==> src/rtl/pc_gen_pkg.sv <==
// rtl/pc_gen_pkg.sv - shared types and helpers for the fetch-stage PC generator
// Contents: FSM state encoding, redirect-kind encoding, alignment-mask helper.
package pc_gen_pkg;

  typedef enum logic [1:0] {
    IDLE = 2'd0,
    RUN  = 2'd1,
    HALT = 2'd2
  } state_t;

  typedef enum logic [1:0] {
    NONE = 2'd0,
    JUMP = 2'd1,
    TRAP = 2'd2
  } redir_kind_t;

  // Low address bits that must be zero for an aligned target.
  function automatic logic [1:0] align_mask(input logic half);
    return half ? 2'b01 : 2'b11;
  endfunction

endpackage

==> src/rtl/pc_redirect_buf.sv <==
// rtl/pc_redirect_buf.sv - pending-redirect register with trap-over-jump rule
// Ports:
//   clk, rst         clock, synchronous active-high reset
//   wr               a redirect wants to be parked
//   clr              the parked redirect is being consumed this cycle
//   kind, addr       kind and aligned target of the incoming redirect
//   taken            the incoming redirect is accepted into the register
//   pend_valid       a redirect is parked
//   pend_addr        aligned target of the parked redirect
import pc_gen_pkg::*;

module pc_redirect_buf #(
  parameter int ADDR_W = 32
) (
  input  logic              clk,
  input  logic              rst,
  input  logic              wr,
  input  logic              clr,
  input  logic [1:0]        kind,
  input  logic [ADDR_W-1:0] addr,
  output logic              taken,
  output logic              pend_valid,
  output logic [ADDR_W-1:0] pend_addr
);

  logic              valid_q;
  redir_kind_t       kind_q;
  logic [ADDR_W-1:0] addr_q;
  logic              blocked;

  // A parked trap survives a later jump, unless the trap is being consumed
  // in this very cycle, in which case the slot is free for the jump.
  assign blocked = valid_q && (kind_q == TRAP) && (kind == JUMP) && !clr;
  assign taken   = wr && !blocked;

  always_ff @(posedge clk) begin
    if (rst) begin
      valid_q <= 1'b0;
      kind_q  <= NONE;
      addr_q  <= '0;
    end else if (taken) begin
      valid_q <= 1'b1;
      kind_q  <= redir_kind_t'(kind);
      addr_q  <= addr;
    end else if (clr) begin
      valid_q <= 1'b0;
      kind_q  <= NONE;
    end
  end

  assign pend_valid = valid_q;
  assign pend_addr  = addr_q;

endmodule

==> src/rtl/pc_gen.sv <==
// rtl/pc_gen.sv - fetch-stage program-counter generator with valid/ready requests
// Ports:
//   clk_i, rst_i            clock, synchronous active-high reset
//   stall_i, halt_i         downstream full / level halt request
//   jump_i, jump_addr_i     jump redirect strobe and target
//   trap_i, trap_addr_i     trap redirect strobe and vector (beats jump)
//   req_valid_o, req_addr_o fetch request towards instruction memory
//   req_ready_i             instruction memory accepts the request
//   ce_o                    chip enable, high in RUN and HALT
//   misalign_o              pulse: a misaligned redirect target was taken
//   misalign_addr_o         raw target of the last misaligned redirect
import pc_gen_pkg::*;

module pc_gen #(
  parameter int                ADDR_W     = 32,
  parameter logic [ADDR_W-1:0] RESET_ADDR = '0,
  parameter int                STEP       = 4,
  parameter int                HALF_ALIGN = 0
) (
  input  logic              clk_i,
  input  logic              rst_i,
  input  logic              stall_i,
  input  logic              halt_i,
  input  logic              jump_i,
  input  logic [ADDR_W-1:0] jump_addr_i,
  input  logic              trap_i,
  input  logic [ADDR_W-1:0] trap_addr_i,
  output logic              req_valid_o,
  output logic [ADDR_W-1:0] req_addr_o,
  input  logic              req_ready_i,
  output logic              ce_o,
  output logic              misalign_o,
  output logic [ADDR_W-1:0] misalign_addr_o
);

  localparam logic [1:0]        LOW_MASK = align_mask(HALF_ALIGN != 0);
  localparam logic [ADDR_W-1:0] STEP_W   = ADDR_W'(STEP);

  state_t            state_q;
  logic [ADDR_W-1:0] pc_q;
  logic              hold_q;
  logic              ce_q;
  logic              mis_q;
  logic [ADDR_W-1:0] mis_addr_q;

  logic              redir;
  redir_kind_t       kind;
  logic [ADDR_W-1:0] raw;
  logic [ADDR_W-1:0] tgt;
  logic              mis;
  logic              valid;
  logic              accept;
  logic              outstanding;
  logic              buf_wr;
  logic              buf_clr;
  logic              buf_taken;
  logic              pend_valid;
  logic [ADDR_W-1:0] pend_addr;
  logic              sel_taken;
  logic [ADDR_W-1:0] pc_next;

  assign redir = trap_i | jump_i;
  assign kind  = trap_i ? TRAP : (jump_i ? JUMP : NONE);
  assign raw   = trap_i ? trap_addr_i : jump_addr_i;
  assign tgt   = {raw[ADDR_W-1:2], raw[1:0] & ~LOW_MASK};
  assign mis   = |(raw[1:0] & LOW_MASK);

  // hold_q can only be set in RUN and RUN is never left while it is set,
  // so a raised request stays up until accepted.
  assign valid       = (state_q == RUN) && (hold_q || !stall_i);
  assign accept      = valid && req_ready_i;
  assign outstanding = valid && !req_ready_i;

  // Park the redirect while a request waits, and also when an accept is
  // consuming an earlier parked redirect so the new one is not lost.
  assign buf_wr  = redir && (outstanding || (accept && pend_valid));
  assign buf_clr = accept && pend_valid;

  pc_redirect_buf #(.ADDR_W(ADDR_W)) u_buf (
    .clk        (clk_i),
    .rst        (rst_i),
    .wr         (buf_wr),
    .clr        (buf_clr),
    .kind       (kind),
    .addr       (tgt),
    .taken      (buf_taken),
    .pend_valid (pend_valid),
    .pend_addr  (pend_addr)
  );

  // A jump refused by a parked trap is not a taken redirect.
  assign sel_taken = buf_wr ? buf_taken : redir;

  always_comb begin
    pc_next = pc_q;
    if (accept) begin
      if (pend_valid)  pc_next = pend_addr;
      else if (redir)  pc_next = tgt;
      else             pc_next = pc_q + STEP_W;
    end else if (redir && !outstanding) begin
      pc_next = tgt;
    end
  end

  always_ff @(posedge clk_i) begin
    if (rst_i) begin
      state_q    <= IDLE;
      pc_q       <= RESET_ADDR;
      hold_q     <= 1'b0;
      ce_q       <= 1'b0;
      mis_q      <= 1'b0;
      mis_addr_q <= '0;
    end else begin
      pc_q   <= pc_next;
      hold_q <= outstanding;
      mis_q  <= sel_taken && mis;
      if (sel_taken && mis) mis_addr_q <= raw;
      case (state_q)
        IDLE: begin
          state_q <= RUN;
          ce_q    <= 1'b1;
        end
        RUN:  if (halt_i && !outstanding) state_q <= HALT;
        HALT: if (!halt_i) state_q <= RUN;
        default: begin
          state_q <= IDLE;
          ce_q    <= 1'b0;
        end
      endcase
    end
  end

  assign req_valid_o     = valid;
  assign req_addr_o      = pc_q;
  assign ce_o            = ce_q;
  assign misalign_o      = mis_q;
  assign misalign_addr_o = mis_addr_q;

endmodule
==> config.mk <==
export PLATFORM = sky130hd
export DESIGN_NAME = pc_gen
export DESIGN_NICKNAME = d
export VERILOG_FILES = /design/src/rtl/pc_gen_pkg.sv /design/src/rtl/pc_redirect_buf.sv /design/src/rtl/pc_gen.sv
export SDC_FILE = /design/constraint.sdc
export NUM_CORES = 1
export LEC_CHECK = 0
export BUFFER_PORTS_ARGS = -buffer_cell sky130_fd_sc_hd__buf_2
export CORE_MARGIN = 4
export CORE_UTILIZATION = 40
export DETAILED_ROUTE_END_ITERATION = 8
export PLACE_DENSITY = 0.69
export SLEW_MARGIN = 5
export SYNTH_ARGS = -nofsm -noshare
export SYNTH_HDL_FRONTEND = slang
export SYNTH_SLANG_ARGS = --single-unit
export TNS_END_PERCENT = 30
==> constraint.sdc <==
create_clock -name clk_i -period 2.45 [get_ports clk_i]
set_clock_uncertainty 0.15 [all_clocks]
set_input_delay 0.6125 -clock clk_i [delete_from_list [all_inputs] [get_ports clk_i]]
set_output_delay 0.6125 -clock clk_i [all_outputs]
set_load 0.01 [all_outputs]
======== Word-level counts from Yosys, hierarchy flattened ========
Index checks and enable logic that the tools add are counted.
storage, ports and cells
  flip-flop bits (word level) ............. 102
  input port bits ......................... 71
  output and inout bits ................... 67
  logic and storage cells ................. 58
operators by class
  $add $sub $neg .......................... 1
  equal/unequal tests ..................... 6
  mux-type cells .......................... 16
  bitwise gates (word level) .............. 1
  reduce and logical (&&, ||, !) cells .... 25
operators with widths
  kind                   count
  $mux 32                5
  $add 32x3->32 const B  1
  $logic_and 1x1->1      12
  $mux 2                 5
  $pmux 2 s3             1
  $logic_not 1->1        5
  $eq 2x1->1 const B     2
  $eq 2x2->1 const B     2
  $mux 1                 4
  $reduce_bool 2->1      2
  $reduce_or 2->1        2
  $logic_not 2->1        1
  $logic_or 1x1->1       2
  $ne 2x1->1 const B     1
  $ne 2x2->1 const B     1
  $pmux 1 s2             1
  $reduce_and 2->1       1
  $or 1x1->1             1

======== Logic depth before layout (Yosys ltp) ========
Gate-level depths: netlist (run 1).
  word-level depth ........................ 11
  depth in mapped cells ................... 10
  mapped depth without buffers ............ 7

======== Cells and area by module ========
A second synthesis (run 1) with hierarchy kept.
second synthesis, totals
  cell total of the unflattened synthesis .. 774
  area, all modules ....................... 6403.6 µm²
by module, submodules not included
  module           times used  cells each  area an instance (µm²)  sequential area each (µm²)
  pc_gen           1           525         4285.4                  1381.3
  pc_redirect_buf  1           249         2118.3                  700.7

======== Worst setup path after synthesis (run 1) ========
OpenSTA, ideal clock, no wires.
  kind .................................... in2reg
  start point ............................. input port jump_i
  end point ............................... register pc_q[28], in the netlist req_addr_o[28]
  library setup time ...................... 122 ps
  arrival time ............................ 2009 ps
  required time ........................... 2178 ps
  path slack .............................. 169 ps
  cell stages on the path ................. 7
  buffers on the path ..................... 3
  cell sequence ........................... clkbuf_1 > or2_2 > clkbuf_1 > clkbuf_1 > nor2_1 > a211o_1 > a221o_1
between the ends
  cells in the longest elaborated chain, start to end .. 4
  elaborated cells between the ends (all ways) .. 6
  classes of those cells .................. mux: 3; bitwise: 1; reduce/logical: 2
RTL lines
  item                  RTL line       RTL
  start, declared       pc_gen.sv:24   input logic jump_i,
  $or 1x1->1 *          pc_gen.sv:62   assign redir = trap_i | jump_i;
  $mux 32               pc_gen.sv:98   else if (redir) pc_next = tgt;
  $mux 32               pc_gen.sv:97   if (pend_valid) pc_next = pend_addr;
  $mux 32               pc_gen.sv:96   if (accept) begin
  end signal, assigned  pc_gen.sv:114  pc_q <= pc_next;
  end, declared         pc_gen.sv:40   logic [ADDR_W-1:0] pc_q;
Mark *: on every way between the ends. The rest lies on a longest branch, timed or not.
A chain may end at the register's enable or synchronous reset.

======== Worst setup path in the final report (run 1) ========
  start point ............................. register state_q[1]
  end point ............................... output port req_valid_o
between the ends
  cells in the longest elaborated chain, start to end .. 2
RTL lines
  item                    RTL line       RTL
  start, declared         pc_gen.sv:39   state_t state_q;
  start signal, assigned  pc_gen.sv:107  state_q <= IDLE;
  start signal, assigned  pc_gen.sv:120  state_q <= RUN;
  start signal, assigned  pc_gen.sv:123  RUN: if (halt_i && !outstanding) state_q <= HALT;
  $eq 2x1->1              pc_gen.sv:70   assign valid = (state_q == RUN) && (hold_q || !stall_i);
  $logic_and 1x1->1       pc_gen.sv:70
  end, declared           pc_gen.sv:28   output logic req_valid_o,
No other way between the ends.

==> results of run 1 <==
==> worst min path at each step <==
stage | slack (ps) | endpoint | startpoint | cells after the start
floorplan | 310 | u_buf.kind_q[1]$_SDFFE_PP0P_ | u_buf.kind_q[1]$_SDFFE_PP0P_ | 2
global placement | 330 | u_buf.kind_q[1]$_SDFFE_PP0P_ | u_buf.kind_q[1]$_SDFFE_PP0P_ | 2
finish | 340 | u_buf.kind_q[0]$_SDFFE_PP0P_ | u_buf.kind_q[0]$_SDFFE_PP0P_ | 2
global route | 360 | u_buf.pend_addr[22]$_SDFFE_PP0P_ | u_buf.pend_addr[22]$_SDFFE_PP0P_ | 2
detailed placement | 330 | u_buf.kind_q[1]$_SDFFE_PP0P_ | u_buf.kind_q[1]$_SDFFE_PP0P_ | 2
CTS | 340 | u_buf.kind_q[1]$_SDFFE_PP0P_ | u_buf.kind_q[1]$_SDFFE_PP0P_ | 2
==> layout make-up <==
| cell class | count | share of cell area, % |
|---|---|---|
| timing repair buffer | 220 | 19.5 |
| multi-input combinational | 498 | 44.4 |
| sequential | 100 | 28.1 |
| inverter | 15 | 0.790 |
| tap | 176 | 3.09 |
| clock inverter | 5 | 0.842 |
| clock buffer | 10 | 3.35 |
==> cells in the mapped netlist, types with 4 or more instances <==
cell type	count	area, sq um
nor4_1	9	56.3
a221o_1	4	40.0
dfxtp_1	100	2000
inv_1	12	45.0
nand4_1	13	81.3
a2bb2oi_1	4	35.0
nand3_1	18	90.1
ha_1	5	62.6
o21ai_0	27	135
or2_2	4	25.0
a22o_1	5	43.8
nand2_1	48	180
nor2_1	88	330
and3_1	9	56.3
buf_2	16	80.1
a211o_1	5	43.8
nor3_1	14	70.1
clkbuf_1	33	124
xnor2_1	4	35.0
o22ai_1	13	81.3
and2_1	5	31.3
o31ai_1	5	37.5
a211oi_1	72	541
buf_1	4	15.0
a221oi_1	8	70.1
buf_4	4	30.0
a22oi_1	4	30.0
a21oi_1	29	145
o211ai_1	9	67.6
o221ai_1	4	35.0
and4_1	4	35.0
mux2i_1	35	350
==> per-layer routing <==
metal	global-route usage [%]	vias up	wire (um)
met3	4.39	33	1420
met4	8.86	0	391
li1	-	2886	-
met2	36.9	252	8580
met1	32.8	2754	8560
met5	0	-	0
==> sequential cells by signal, indices dropped and copies added (netlist names) <==
signal / count
ce_o: 1
hold_q: 1
misalign_addr_o: 32
misalign_o: 1
req_addr_o: 30
state_q: 2
u_buf.kind_q: 2
u_buf.pend_addr: 30
u_buf.pend_valid: 1
==> power breakdown <==
part | total, mW | switching [mW] | leakage, nW | internal, mW
sequential | 2.07 | 0.202 | 0.825 | 1.87
combinational | 1.72 | 0.980 | 2.04 | 0.743
clock | 1.48 | 0.665 | 0.145 | 0.820
total | 5.28 | 1.85 | 3.01 | 3.43
==> kinds of logic (layout without fill, tap and decap cells) <==
group / Yosys count / after routing / share of synthesized area [%]
muxes: 35 / 35 / 6.40
other: 1 / 2 / 0.0685
DFF: 100 / 100 / 36.6
AOI/OAI and AO/OA: 222 / 222 / 29.1
adders and majority gates: 5 / 5 / 1.14
xor gates and xnor gates: 5 / 5 / 0.800
buffers and inverters: 76 / 250 / 6.19
and+or+nand+nor: 229 / 229 / 19.8
==> metrics by stage <==
stage	power, mW	setup WS (ps)	util, %	instance area, sq um
after floorplan	3.04	169	-	5480
after global placement	3.77	94.2	51.1	6830
after detailed placement	3.79	14.1	51.1	6830
after CTS	5.27	17.8	53.4	7130
after global routing	5.54	64.3	53.4	7130
final	5.28	135	53.4	7130
==> layout by cell type, fill, tap and decap left out, types with 6 or more instances in the layout <==
master / count
a211oi_1: 72
a21oi_1: 29
a221oi_1: 7
and3_1: 9
buf_12: 6
buf_2: 135
buf_4: 79
clkbuf_16: 9
dfxtp_1: 100
inv_1: 12
mux2i_1: 35
nand2_1: 47
nand3_1: 18
nand4_1: 13
nor2_1: 88
nor3_1: 13
nor4_1: 9
o211ai_1: 9
o21ai_0: 27
o22ai_1: 13
==> worst register-to-register path, delay by kind of cell (launching register included) <==
family	cells	cell delay (ps)
compound gates	3	860
fa+ha+maj	1	300
simple gates	1	220
flops	1	320
buf+inv	2	220
==> results.txt, run 1 <==
Outcome: finished, final reports clean
RSZ-0062 raised after global routing: no
Final GP Congestion: 0.921
Setup TNS: 0 ps
FF-to-FF setup slack: 260 ps
Die span in x: 125 um
WP buf/inv: 3
Port-buffer cells: 135
Final nets: 920
Placed cell count: 1009
Full die area: 0.0156 sq mm
Post-synth EDFFs: 0
Static leakage: 3.01 nW
Max cap viols: 0
Final Max Tran Viols: 0
Ys Warns: 0
DRC viols: 0
CP arrival: 1550 ps
First-pass detailed-route iteration total: 6
Critical path class: flip-flop to primary output
Layout cells sized above 1: 30.3%
CP peak stage delay: 320 ps
Fin cells: 1024
Power Density: 740 mW/mm^2
Cell area after synthesis: 0.00547 sq mm
Worst hold path type: flip-flop to flip-flop
Row Count: 42
Via count of the first global-routing pass: 5603
Worst EP required: 1690 ps
First-pass GRT wire length: 30100 um
Clk buf depth: 2
Final count of hold timing violations: 0
Crit path depth: 5
Antenna violations before repair: 0
Actual slew at the worst max-slew pin: 771 ps
Area of the multi-input gates: 0.00316 sq mm
Worst-path clk slew: 70 ps
# setup viols final: 0
Synthesis-to-finish area growth: 30.3%
#FFs+latches synth: 100
Critical path's slowest cell: dfxtp_1
R2R Path Start: state_q[1]$_SDFFE_PP0P_
Max-Slew Margin vs Limit: 48.5%
Cts bufs inserted: 9
CP Capture Point: req_valid_o
Worst-path cell chain: inv_1 > ha_2 > nand2_1 > inv_2 > buf_2
DR vias: 5925
CTS resizes: 0
Ant. Diodes: 0
H-tree Lvls: 3
Hold-fix buffers at CTS: 0
Post-synthesis cell count: 673
Cell depth of the worst flop-to-flop path: 7
Fin crit period: 2320 ps
CTS tree: built
Vias per cell: 5.79
Final worst-path cycle share: 94.5%
Worst setup EP type: primary output
Filler cells: 1316
Avg Inst Size Synth: 8.13 sq um
Root Buffer: clkbuf_16
Total gr overflow: 0
Setup bufs post-CTS: 0
Asr flop ratio synth: 0%
CP max FO: 8
CP Launch Point: state_q[1]$_SDFFE_PP0P_
Post-DP HPWL: 14500 um
Initial DRC count: 563
Top FF cell, synth: dfxtp_1
Startpoint types: flip-flop
I/O Pins: 138
Initial Util: 41.0%
FF+latch area: 0.00200 sq mm
Maximum VDD drop: 410 uV
GRT Total Usage: 23.7%
Core Area: 0.0133 sq mm
CTS Sinks: 100
Post-route ant nets: 0
Routed WL per cell: 18.5 um
Largest net degree at the start of global routing: 66
Register area share after synthesis: 36.6%
Skew-Pair Late Insertion Delay: 360 ps
Hold WS: 339 ps
Die Y-Extent: 125 um
FF-to-FF End: req_addr_o[19]$_SDFFE_PP0P_
Max Fclk: 0.432 GHz
CP delay by family, top: buffers and inverters
Routed wire length: 19000 um
Cell variety after synth: 66
Power figures use the tool's default switching activity.
==> inputs of run 2 (changes only) <==
--- a/config.mk
+++ b/config.mk
@@ -5,6 +5,7 @@
 export SDC_FILE = /design/constraint.sdc
 export NUM_CORES = 1
 export LEC_CHECK = 0
+export ABC_AREA = 1
 export BUFFER_PORTS_ARGS = -buffer_cell sky130_fd_sc_hd__buf_2
 export CORE_MARGIN = 4
 export CORE_UTILIZATION = 40
==> run 2 against run 1 <==
Wire length decreased by 11%. Clock power decreased by 7%. Core utilization decreased by 4.7 points. First-iteration DRC count decreased by 26%. Global-route usage decreased by 2.6 points. Sequential share of layout area increased by 1.5 points. Synthesized cell count increased by 32%. Cell count increased by 17%. Worst hold slack got worse by 40 ps. Setup slack improved by 140 ps. Maximum frequency increased by 6.6%. Critical endpoint is now u_buf.kind_q[1]$_SDFFE_PP0P_. Via count increased by 0.73%.
==> results.txt, run 2 <==
Top cell type's share of synthesized area: 35.4% (-1.2 points)
CP max FO: 26 (+18)
Final GP Congestion: 0.866 (-5.9%)
Top FF cell, synth: dfxtp_1
Final nets: 1085 (+18%)
Placed cell area: 0.00647 sq mm (-5.2%)
DR vias: 5968 (+0.73%)
CP arrival: 2290 ps (+740 ps)
CP peak stage delay: 340 ps (+20 ps)
Startpoint types: flip-flop
Routed WL per cell: 14.2 um (-24%)
Filler cells: 1490 (+13%)
WP buf/inv: 2 (-1)
First-pass detailed-route iteration total: 5 (-1)
Final Max Tran Viols: 0 (unchanged)
Routed wire length: 16900 um (-11%)
CTS tree: built
# setup viols final: 0 (unchanged)
FF-to-FF setup slack: 280 ps (+20 ps)
Most common cell after layout, fill and taps aside: nand2_1
Max-Slew Margin vs Limit: 57.7% (+9.1 points)
Die span in x: 127 um (+1.6%)
RSZ-0062 raised after global routing: no
Static leakage: 3.14 nW (+4.5%)
Synth top area cells: dfxtp_1 35%, nand2_1 14%, nor2_1 11%
Largest net degree at the start of global routing: 67 (+1.5%)
R2R Path Start: state_q[1]$_SDFFE_PP0P_
Total gr overflow: 0 (unchanged)
Synth top cells by count: 218 x nand2_1, 159 x nor2_1, 100 x dfxtp_1
Actual slew at the worst max-slew pin: 633 ps (-138 ps)
Post-synth EDFFs: 0 (unchanged)
Max reg flops: 32 (unchanged)
Clk buf depth: 2 (unchanged)
Cell depth of the worst flop-to-flop path: 10 (+3)
Register area share after synthesis: 35.4% (-1.2 points)
Maximum VDD drop: 376 uV (-8.2%)
Root Buffer: clkbuf_16
FF-to-FF End: u_buf.kind_q[1]$_SDFFE_PP0P_
Cell area after synthesis: 0.00566 sq mm (+3.5%)
Worst Hold Depth: 2 (unchanged)
Skew-Pair Late Insertion Delay: 350 ps (about the same)
Final core utilization: 48.8% (-4.7 points)
Post-route ant nets: 0 (unchanged)
Cell mode on critical path: nand2_1
Max Fclk: 0.460 GHz (+6.6%)
First-pass GRT wire length: 27600 um (-8.2%)
Max cap viols: 0 (unchanged)
Layout cells sized above 1: 20.4% (-9.9 points)
Hold-fix buffers at CTS: 0 (unchanged)
#FFs+latches synth: 100 (unchanged)
Via count of the first global-routing pass: 5765 (+2.9%)
Ant. Diodes: 0 (unchanged)
Worst hold path type: flip-flop to flip-flop
Final worst-path cycle share: 88.7% (-5.8 points)
Setup WS post-layout: 278 ps (+143 ps)
Cell taking the most area after synthesis: dfxtp_1
Asr flop ratio synth: 0% (unchanged)
Avg Inst Size Synth: 6.37 sq um (-22%)
Total power: 4.84 mW (-8.3%)
Cts bufs inserted: 9 (unchanged)
Most common cell in the synthesized netlist: nand2_1
Critical path's slowest cell: inv_2
CTS Sinks: 100 (unchanged)
Vias per cell: 5.00 (-14%)
Fin cells: 1194 (+17%)
Initial Util: 40.8% (-0.21 points)
Power Density: 715 mW/mm^2 (-3.4%)
Setup bufs post-CTS: 0 (unchanged)
Worst setup EP type: flip-flop
Full die area: 0.0161 sq mm (+3.2%)
CP delay by family, top: simple AND/OR/NAND/NOR gates
Initial DRC count: 419 (-26%)
Worst-path clk slew: 70 ps (about the same)
Port-buffer cells: 135 (unchanged)
Antenna violations before repair: 0 (unchanged)
Core Area: 0.0139 sq mm (+4.0%)
Hold Crit Start: ce_o$_SDFFE_PP0N_
Post-DP HPWL: 12600 um (-13%)
GRT Total Usage: 21.1% (-2.6 points)
Finished Cell Area: 0.00677 sq mm (-5.1%)
Outcome: finished, final reports clean
Post-synthesis cell count: 889 (+32%)
H-tree Lvls: 3 (unchanged)
Synthesis-to-finish area growth: 19.5%
Ys Warns: 0 (unchanged)
CTS resizes: 0 (unchanged)
Final count of hold timing violations: 0 (unchanged)
Worst slack, placed: -20.1 ps (-34.2 ps)
Commonest cells after routing, fill and taps aside: 218 x nand2_1, 159 x nor2_1, 135 x buf_2
Worst-path cell chain: inv_1 > ha_1 > nand2_2 > nor2_1 > nand2_1 > a21oi_1 > nand2_1 > inv_2 > nand2_1 > a21oi_1
DRC viols: 0 (unchanged)
Placed cell count: 1178 (+17%)
Cell variety after synth: 37 (-44%)
Die Y-Extent: 127 um (+1.6%)
Fin crit period: 2170 ps (-143 ps)
Critical path class: flip-flop to flip-flop
I/O Pins: 138 (unchanged)
Row Count: 43 (+2.4%)
Worst EP required: 2570 ps (+880 ps)
End of the worst hold path: ce_o$_SDFFE_PP0N_
run 2: cell types whose count changed in the layout (fill, tap and decap cells not counted), sizes merged, moves of 12 or more:
cell | previous run | this run
a211oi | 72 | 1
a21oi | 29 | 79
buf | 220 | 156
inv | 16 | 87
mux2 | 0 | 21
mux2i | 35 | 2
nand2 | 48 | 220
nor2 | 88 | 163
nor3 | 14 | 2
o21ai | 28 | 110
run 2: area by class of cell:
class	instances	area, sq um	share of cell area, %
well taps	180	225	3.33
repair buffers	156	846	12.5
flip-flops and latches	100	2000	29.6
inverters	85	322	4.75
multi-input cells	657	3090	45.6
clock buffers	10	239	3.53
clock inverters	6	47.5	0.703
run 2: layer usage:
layer | GRT usage, % | share of wire [%] | up-vias
li1 | - | - | 3074
met1 | 25.2 | 41 | 2676
met2 | 37.8 | 50 | 183
met3 | 3.97 | 6.5 | 35
met4 | 7.26 | 2.7 | 0
met5 | 0 | 0 | -
run 2: cell families (layout without fill, tap and decap cells):
group	Yosys count	in the layout	synth area share, %
flops	100	100	35.4
mux	23	23	4.53
compound gates	201	201	18.4
buf+inv	133	257	10.3
simple gates	421	421	29.5
fa+ha+maj	5	5	1.10
other cells	1	2	0.0662
xor+xnor	5	5	0.773
run 2: through the flow:
stage               setup TNS, ps  hold slack (ps)
floorplan                       0              280
global placement                0              290
detailed placement          -23.8              293
CTS                             0              305
global route                    0              335
finish                          0              299
run 2: where the power goes:
group | internal [mW] | leakage, nW | switching (mW) | total (mW)
Combinational | 0.536 | 2.18 | 0.853 | 1.39
Clock | 0.726 | 0.139 | 0.657 | 1.38
Sequential | 1.86 | 0.824 | 0.208 | 2.07
run 2: worst max-delay path by stage:
| stage | start | to | slack, ps | depth (start not counted) |
|---|---|---|---|---|
| 2_1_floorplan | stall_i | misalign_addr_o[2]$_SDFFE_PP0P_ | 560 | 10 |
| 3_3_place_gp | trap_i | req_addr_o[27]$_SDFFE_PP0P_ | 50 | 7 |
| 3_5_place_dp | trap_i | req_addr_o[20]$_SDFFE_PP0P_ | -20 | 7 |
| 4_1_cts | state_q[1]$_SDFFE_PP0P_ | req_addr_o[27]$_SDFFE_PP0P_ | 100 | 9 |
| 5_1_grt | state_q[1]$_SDFFE_PP0P_ | u_buf.pend_addr[12]$_SDFFE_PP0P_ | 90 | 10 |
| 6_report | state_q[1]$_SDFFE_PP0P_ | u_buf.kind_q[1]$_SDFFE_PP0P_ | 280 | 10 |
run 2: worst min-delay path, delay by kind of cell (launching register included):
kind                   cells  cell delay (ps)
flip-flops                 1              310
AO/OA/AOI/OAI              1               50
buffers and inverters      1               50
